`src/rtl/match_datapath_pkg.sv`:
```
// Shared definitions for the compare/replace datapath and its controller.
// Holds the controller state encodings, the strobe-phase encodings used by
// the sequence checker, and the default KEY / REPLACE values.
package match_datapath_pkg;

  typedef enum logic [2:0] {
    s_input    = 3'd0,
    s_extra    = 3'd1,
    s_notequal = 3'd2,
    s_equal    = 3'd3,
    s_output   = 3'd4
  } ctrl_state_t;

  typedef enum logic [1:0] {
    P_WAIT_A = 2'd0,
    P_HAVE_A = 2'd1,
    P_HAVE_B = 2'd2
  } phase_t;

  localparam logic [7:0] DEFAULT_KEY     = 8'h5A;
  localparam logic [7:0] DEFAULT_REPLACE = 8'hFF;

endpackage

```
`src/rtl/match_datapath_seq_checker.sv`:
```
// match_seq_checker: tracks the legal ALoad -> BLoad -> out_ctrl strobe
// order and raises a sticky error flag on any illegal strobe pattern.
//   clock    in   rising-edge clock
//   rst      in   synchronous active-high reset
//   ALoad    in   A load strobe
//   BLoad    in   B load strobe
//   Muxsel   in   mux select (only meaningful together with BLoad)
//   out_ctrl in   output transfer strobe
//   seq_err  out  sticky sequence error, cleared only by rst
module match_seq_checker
  import match_datapath_pkg::*;
(
  input  logic clock,
  input  logic rst,
  input  logic ALoad,
  input  logic BLoad,
  input  logic Muxsel,
  input  logic out_ctrl,
  output logic seq_err
);

  phase_t phase, phase_n;
  logic   err_now;
  logic   multi_strobe;

  assign multi_strobe = (2'(ALoad) + 2'(BLoad) + 2'(out_ctrl)) >= 2'd2;

  always_comb begin
    err_now = multi_strobe
            | (BLoad    & (phase != P_HAVE_A))
            | (out_ctrl & (phase != P_HAVE_B))
            | (ALoad    & (phase == P_HAVE_B))
            | (Muxsel   & ~BLoad);

    phase_n = phase;
    if (err_now)       phase_n = P_WAIT_A;
    else if (ALoad)    phase_n = P_HAVE_A;
    else if (BLoad)    phase_n = P_HAVE_B;
    else if (out_ctrl) phase_n = P_WAIT_A;
  end

  always_ff @(posedge clock) begin
    if (rst) begin
      phase   <= P_WAIT_A;
      seq_err <= 1'b0;
    end else begin
      phase <= phase_n;
      if (err_now) seq_err <= 1'b1;
    end
  end

endmodule

```
`src/rtl/match_datapath.sv`:
```
// match_datapath: executes the controller's load strobes. Captures din into
// A with a registered KEY-compare status, builds B from REPLACE (match) or
// A (no match), and publishes B on dout with a one-cycle valid pulse. Also
// counts match loads (saturating) and flags illegal strobe sequences.
//   clock       in   rising-edge clock
//   rst         in   synchronous active-high reset
//   din         in   input word, sampled on ALoad
//   ALoad       in   load A from din
//   BLoad       in   load B through the mux
//   Muxsel      in   1: B <= REPLACE, 0: B <= A
//   out_ctrl    in   transfer B to dout
//   Astatus     out  registered (din == KEY), captured with A
//   dout        out  output register
//   dout_valid  out  one-cycle pulse after out_ctrl
//   match_count out  saturating count of BLoad with Muxsel = 1
//   seq_err     out  sticky strobe-sequence error
module match_datapath
  import match_datapath_pkg::*;
#(
  parameter int unsigned WIDTH = 8,
  parameter logic [WIDTH-1:0] KEY = WIDTH'(DEFAULT_KEY),
  parameter logic [WIDTH-1:0] REPLACE = WIDTH'(DEFAULT_REPLACE),
  parameter int unsigned CNT_W = 8
) (
  input  logic             clock,
  input  logic             rst,
  input  logic [WIDTH-1:0] din,
  input  logic             ALoad,
  input  logic             BLoad,
  input  logic             Muxsel,
  input  logic             out_ctrl,
  output logic             Astatus,
  output logic [WIDTH-1:0] dout,
  output logic             dout_valid,
  output logic [CNT_W-1:0] match_count,
  output logic             seq_err
);

  logic [WIDTH-1:0] a_reg;
  logic [WIDTH-1:0] b_reg;

  // Strobes act independently of the sequence checker: an illegal sequence
  // only raises seq_err, it never suppresses a load.
  always_ff @(posedge clock) begin
    if (rst) begin
      a_reg       <= '0;
      b_reg       <= '0;
      dout        <= '0;
      Astatus     <= 1'b0;
      dout_valid  <= 1'b0;
      match_count <= '0;
    end else begin
      if (ALoad) begin
        a_reg   <= din;
        Astatus <= (din == KEY);
      end
      if (BLoad) begin
        b_reg <= Muxsel ? REPLACE : a_reg;
        if (Muxsel && (match_count != '1))
          match_count <= match_count + 1'b1;
      end
      if (out_ctrl) dout <= b_reg;
      dout_valid <= out_ctrl;
    end
  end

  match_seq_checker u_seq_checker (
    .clock    (clock),
    .rst      (rst),
    .ALoad    (ALoad),
    .BLoad    (BLoad),
    .Muxsel   (Muxsel),
    .out_ctrl (out_ctrl),
    .seq_err  (seq_err)
  );

endmodule

```
`config.mk`:
```
export PLATFORM = sky130hd
export DESIGN_NAME = match_datapath
export DESIGN_NICKNAME = d
export VERILOG_FILES = /design/src/rtl/match_datapath_pkg.sv /design/src/rtl/match_datapath_seq_checker.sv /design/src/rtl/match_datapath.sv
export SDC_FILE = /design/constraint.sdc
export NUM_CORES = 1
export LEC_CHECK = 0
export CORE_MARGIN = 10
export CORE_UTILIZATION = 49
export CTS_CLUSTER_DIAMETER = 30
export DETAILED_ROUTE_END_ITERATION = 6
export GPL_TIMING_DRIVEN = 0
export PLACE_DENSITY_LB_ADDON = 0.15
export REMOVE_ABC_BUFFERS = 1
export SYNTH_ARGS = -nofsm -noshare
export SYNTH_HDL_FRONTEND = slang
export SYNTH_SLANG_ARGS = --single-unit
```
`constraint.sdc`:
```
create_clock -name clock -period 1.6 [get_ports clock]
set_input_delay 0.32 -clock clock [delete_from_list [all_inputs] [get_ports clock]]
set_output_delay 0.32 -clock clock [all_outputs]
set_load 0.01 [all_outputs]
```
; ---- Word-level counts from Yosys, hierarchy flattened
; Index checks and enable logic that the tools add are counted.
[word_totals]
ff_bits = 37
latchBits = 0
ram_bits = 0
mem_bits_ro = 0
inputBits = 14
out_inout_bits = 19
wordCells = 37
mem_count = 0
[classes]
addsub = 3
multipliers = 0
div_mod_pow = 0
n_lt_le_gt_ge = 1
n_eq_ne = 5
shifts = 0
n_mux = 4
n_bitwise = 9
n_reduce_logical = 6
[ops]
columns = op, n
row1 = $add A8 B1 Y8 const B, 1
row2 = $eq A8 B7 Y1 const B, 1
row3 = $mux W8, 1
row4 = $ne A8 B8 Y1 const B, 1
row5 = $and A1 B1 Y1, 4
row6 = $mux W2, 2
row7 = $or A1 B1 Y1, 4
row8 = $reduce_bool A3 Y1, 1
row9 = $reduce_or A3 Y1, 1
row10 = $add A1 B1 Y2, 1
row11 = $add A2 B1 Y2, 1
row12 = $eq A2 B2 Y1 const B, 1
row13 = $ge A2 B2 Y1 const B, 1
row14 = $ne A2 B1 Y1 const B, 1
row15 = $ne A2 B2 Y1 const B, 1
row16 = $reduce_and A2 Y1, 1
row17 = $reduce_bool A2 Y1, 1
row18 = $reduce_or A2 Y1, 1
row19 = $logic_and A1 B1 Y1, 1
row20 = $mux W1, 1
row21 = $not A1 Y1, 1

; ---- Longest topological paths before layout
[logic_depth]
ltp_word = 8
mapped_depth = 5
depth_no_buf = 5

; ---- Cells and area by module
; Synthesis repeated with hierarchy kept, for this count alone.
[hier_totals]
cells_unflattened = 159
area_unflattened_um2 = 1550.2
[modules_own_cells]
columns = module, instances, cells_per_inst, area_per_inst_um2, seq_area_each_um2
row1 = match_datapath, 1, 137, 1347.5, 680.7
row2 = match_seq_checker, 1, 22, 202.7, 60.1

; ---- Worst setup path before layout
; OpenSTA, ideal clock, no wires.
[synth_path]
path_type = reg2reg
start = reg match_count[0]
end = reg match_count[5]
setup_time_ns = 0.116
t_arrival_ns = 1.391
required_time_ns = 1.484
setup_slack_ns = 0.093
stages_incl_launch_ff = 6
n_path_buf = 0
synth_period_minus_slack_ns = 1.507
path_cell_list = dfxtp_1 > ha_1 > and3_1 > a211oi_2 > a21oi_1 > a31o_2
[synth_via]
elab_chain_len = 3
word_cells_on_any_way = 4
cone_classes = add/sub: 1 / eq/ne: 1 / reduce/logical: 2
[synth_rtl]
columns = item, line_no
row1 = "start, declared", match_datapath.sv:35  ; output logic [CNT_W-1:0] match_count,
row2 = "start signal, assigned", match_datapath.sv:60  ; match_count <= match_count + 1'b1;
row3 = "parallel branches: the longest is 3 deep, another holds $add A8 B1 Y8", n/a
; Parallel ways; which one is timed is not known.
; A chain may end at the register's enable or synchronous reset.

; ---- Worst setup path in the final report
[layout_path]
start = reg dout[1]
end = out dout[1]
[layout_lines]
columns = item, line_no
row1 = "start, declared", match_datapath.sv:33  ; output logic [WIDTH-1:0] dout,
row2 = "start signal, assigned", match_datapath.sv:62  ; if (out_ctrl) dout <= b_reg;
; No word-level cell between the ends.

==> results.json <==
{
  "status": "complete, no violations",
  "antenna_cells": 0,
  "clk-insertion-delay-late_ns": 0.34,
  "rsz0062_at_grt": "no",
  "synthesis.instances": 156,
  "place.gp.congestion": 0.696,
  "crit_type": "reg -> out",
  "cts.htree.levels": 2,
  "gr-total-overflow": 0,
  "synth_area_leaders": "dfxtp_1 (49%), mux2i_1 (11%), nor2_1 (9.9%), a211oi_1 (4.4%), xnor2_1 (2.9%)",
  "tightest_slew_ns": 0.753,
  "core-area_um2": 3000,
  "crit_family": "buffers and inverters",
  "dieArea_um2": 5730,
  "critPathMaxFanout": 2,
  "stdcell_count": 221,
  "synth_common_cells": "nor2_1 (40), dfxtp_1 (37), mux2i_1 (17)",
  "r2r_end": "match_count[3]$_SDFFE_PP0P_",
  "grt_pass1_wl_um": 5460,
  "drc_errors": 0,
  "port_buffers": 32,
  "synthFlopType": "dfxtp_1",
  "nNetsFinal": 203,
  "drtIter0Drc": 37,
  "path_cells": "clkdlybuf4s50_1",
  "hp-start": "Astatus$_SDFFE_PP0P_",
  "hold_depth": 2,
  "crit_path_start_kind": "register",
  "die_w_um": 75.7,
  "grt_max_degree": 39,
  "place_area_um2": 1820,
  "cap_violations": 0,
  "rows": 20,
  "yosysTopAreaCell": "dfxtp_1",
  "setup_violations": 0,
  "leakage_nw": 0.916,
  "place_inst": 212,
  "finalClockSkew_ns": 0.00895,
  "totalWireLength_um": 3260,
  "grt_usage": 0.124,
  "ys_seq_area_frac": 0.487,
  "required_ns": 1.28,
  "period_share": 0.967,
  "finalPower_w": 0.00174,
  "cts.sinks": 37,
  "crit_buf_inv": 1,
  "synth_top_area_frac": 0.487,
  "reg2reg_slack_ns": 0.09,
  "cts_tree": "done",
  "slew-limit-headroom": 0.498,
  "hold_viol": 0,
  "max-clock-path-buffers": 2,
  "wl_per_cell_um": 14.7,
  "synth.distinct_cells": 32,
  "r2r_cells": 6,
  "cp-end-kind": "primary output",
  "holdWs_ns": 0.484,
  "whs_endpoint": "Astatus$_SDFFE_PP0P_",
  "drive_gt1_frac": 0.154,
  "synth_area_um2": 1520,
  "hp-class": "reg -> reg",
  "routed-via-count": 1200,
  "synth_seq_cells": 37,
  "fin_area_um2": 1950,
  "critPathMaxStageDelay_ns": 0.54,
  "start_util": 0.507,
  "synth.most_common_cell": "nor2_1",
  "antenna_found_initial": 0,
  "cts_hold_buf": 0,
  "synth_edf_count": 0,
  "timing.fmax_mhz": 646,
  "crit_slowest_cell": "clkdlybuf4s50_1",
  "cts-root-buf": "clkbuf_4",
  "async_flop_share": 0,
  "vdd_ir_drop_max_mv": 0.615,
  "p_per_area_nw_per_um2": 893,
  "hpwl_um": 2260,
  "drtAntennaViolNets": 0,
  "io_pins": 33,
  "via_per_inst": 5.43,
  "drt_pass1_iterations": 4,
  "clk_pin_slew_worst_paths_ns": 0.11,
  "syn_to_final_growth_pct": 28.0,
  "cp.arrival_ns": 1.23,
  "fin_crit_ns": 1.55,
  "yosysWarnings": 0,
  "numCtsBuffers": 5,
  "regToRegStartpoint": "match_count[0]$_SDFFE_PP0P_",
  "slew_violations": 0,
  "synth_area_per_cell_um2": 9.75,
  "first_global_vias": 1236,
  "die_h_um": 75.7
}
==> layout by cell type (no fill, tap or decap) <==
master / Yosys / final
nand2_2: 1 / 1
a2111oi_4: 1 / 1
mux2i_1: 17 / 17
and4_2: 1 / 1
and3_4: 0 / 1
ha_1: 2 / 1
nand3_1: 2 / 2
inv_1: 5 / 5
nand2_1: 3 / 3
clkdlybuf4s15_2: 0 / 4
nor2_1: 40 / 40
a21oi_2: 0 / 1
ha_2: 0 / 1
clkdlybuf4s50_1: 0 / 13
a211oi_1: 9 / 9
dfxtp_1: 37 / 32
a31oi_1: 1 / 1
nor4b_1: 1 / 1
nor4_1: 1 / 1
dlygate4sd2_1: 0 / 6
dfxtp_2: 0 / 4
nand2b_1: 2 / 2
dlymetal6s2s_1: 0 / 9
clkbuf_8: 0 / 2
nor4bb_1: 2 / 2
o21ba_2: 1 / 1
and2_4: 1 / 1
nor4b_2: 1 / 1
xnor2_1: 5 / 5
buf_4: 0 / 1
o221ai_1: 1 / 1
dfxtp_4: 0 / 1
a31o_2: 1 / 1
clkinv_2: 0 / 1
clkbuf_4: 0 / 5
nor3_1: 1 / 1
o41ai_1: 1 / 1
a211oi_4: 0 / 1
or4_1: 1 / 1
a21oi_1: 7 / 6
==> report_power, final <==
part	total (W)	leakage, nW	internal [W]	switching, W
clock network	0.000554	0.0413	0.000255	0.000300
registers	0.000988	0.306	0.000965	0.0000233
logic	0.000197	0.568	0.0000981	0.0000989
total	0.00174	0.916	0.00132	0.000422
==> worst max-delay path by stage <==
| stage | to | slack (ns) | cells past startpoint | start |
|---|---|---|---|---|
| after floorplan | match_count[5]$_SDFFE_PP0P_ | 0.09 | 5 | match_count[0]$_SDFFE_PP0P_ |
| after global placement | u_seq_checker.seq_err$_SDFFE_PP0P_ | -0.71 | 5 | out_ctrl |
| after detailed placement | match_count[5]$_SDFFE_PP0P_ | -0.78 | 5 | BLoad |
| after CTS | match_count[0] | 0.0006 | 1 | match_count[0]$_SDFFE_PP0P_ |
| after global routing | dout[1] | 0.00009 | 1 | dout[1]$_SDFFE_PP0P_ |
| final | dout[1] | 0.05 | 1 | dout[1]$_SDFFE_PP0P_ |
==> layout make-up <==
class | count | area, µm²
tap | 33 | 41.3
multi-input combinational | 105 | 721
timing repair buffer | 33 | 348
fill | 244 | 1050
clock inverter | 1 | 5.00
clock buffer | 7 | 65.1
sequential | 37 | 749
inverter | 5 | 18.8
==> layer usage <==
metal | GRT usage | part of all wire | up-vias
met5 | 0 | 0 | -
met4 | 0.0804 | 0.027 | 0
met3 | 0.0547 | 0.086 | 12
met2 | 0.197 | 0.46 | 30
met1 | 0.132 | 0.43 | 554
li1 | - | - | 604
==> cell families (layout without fill, tap and decap cells) <==
group | Yosys count | count (layout) | share of synthesized area
AO/OA/AOI/OAI | 23 | 23 | 0.122
XOR/XNOR | 5 | 5 | 0.0288
adder cells (fa/ha/maj) | 2 | 2 | 0.0164
buffers and inverters | 14 | 46 | 0.0518
flip-flops | 37 | 37 | 0.487
multiplexers | 17 | 17 | 0.112
AND/OR/NAND/NOR | 58 | 58 | 0.183
==> metrics by stage <==
| step | setup WS [ns] | util | setup TNS, ns |
|---|---|---|---|
| 6_report | 0.0531 | 0.649 | 0 |
| 5_1_grt | 0.0000862 | 0.649 | 0 |
| 4_1_cts | 0.000575 | 0.634 | 0 |
| 3_5_place_dp | -0.780 | 0.607 | -17.40 |
| 3_3_place_gp | -0.709 | 0.607 | -15.50 |
| 2_1_floorplan | 0.0931 | - | 0 |
==> what timing repair did <==
item,4_1_cts,5_1_grt
setup endpoints to repair,31,11
resized for setup,22,16
buffers inserted,1,0
pin swaps,1,1
Power figures use the tool's default switching activity.
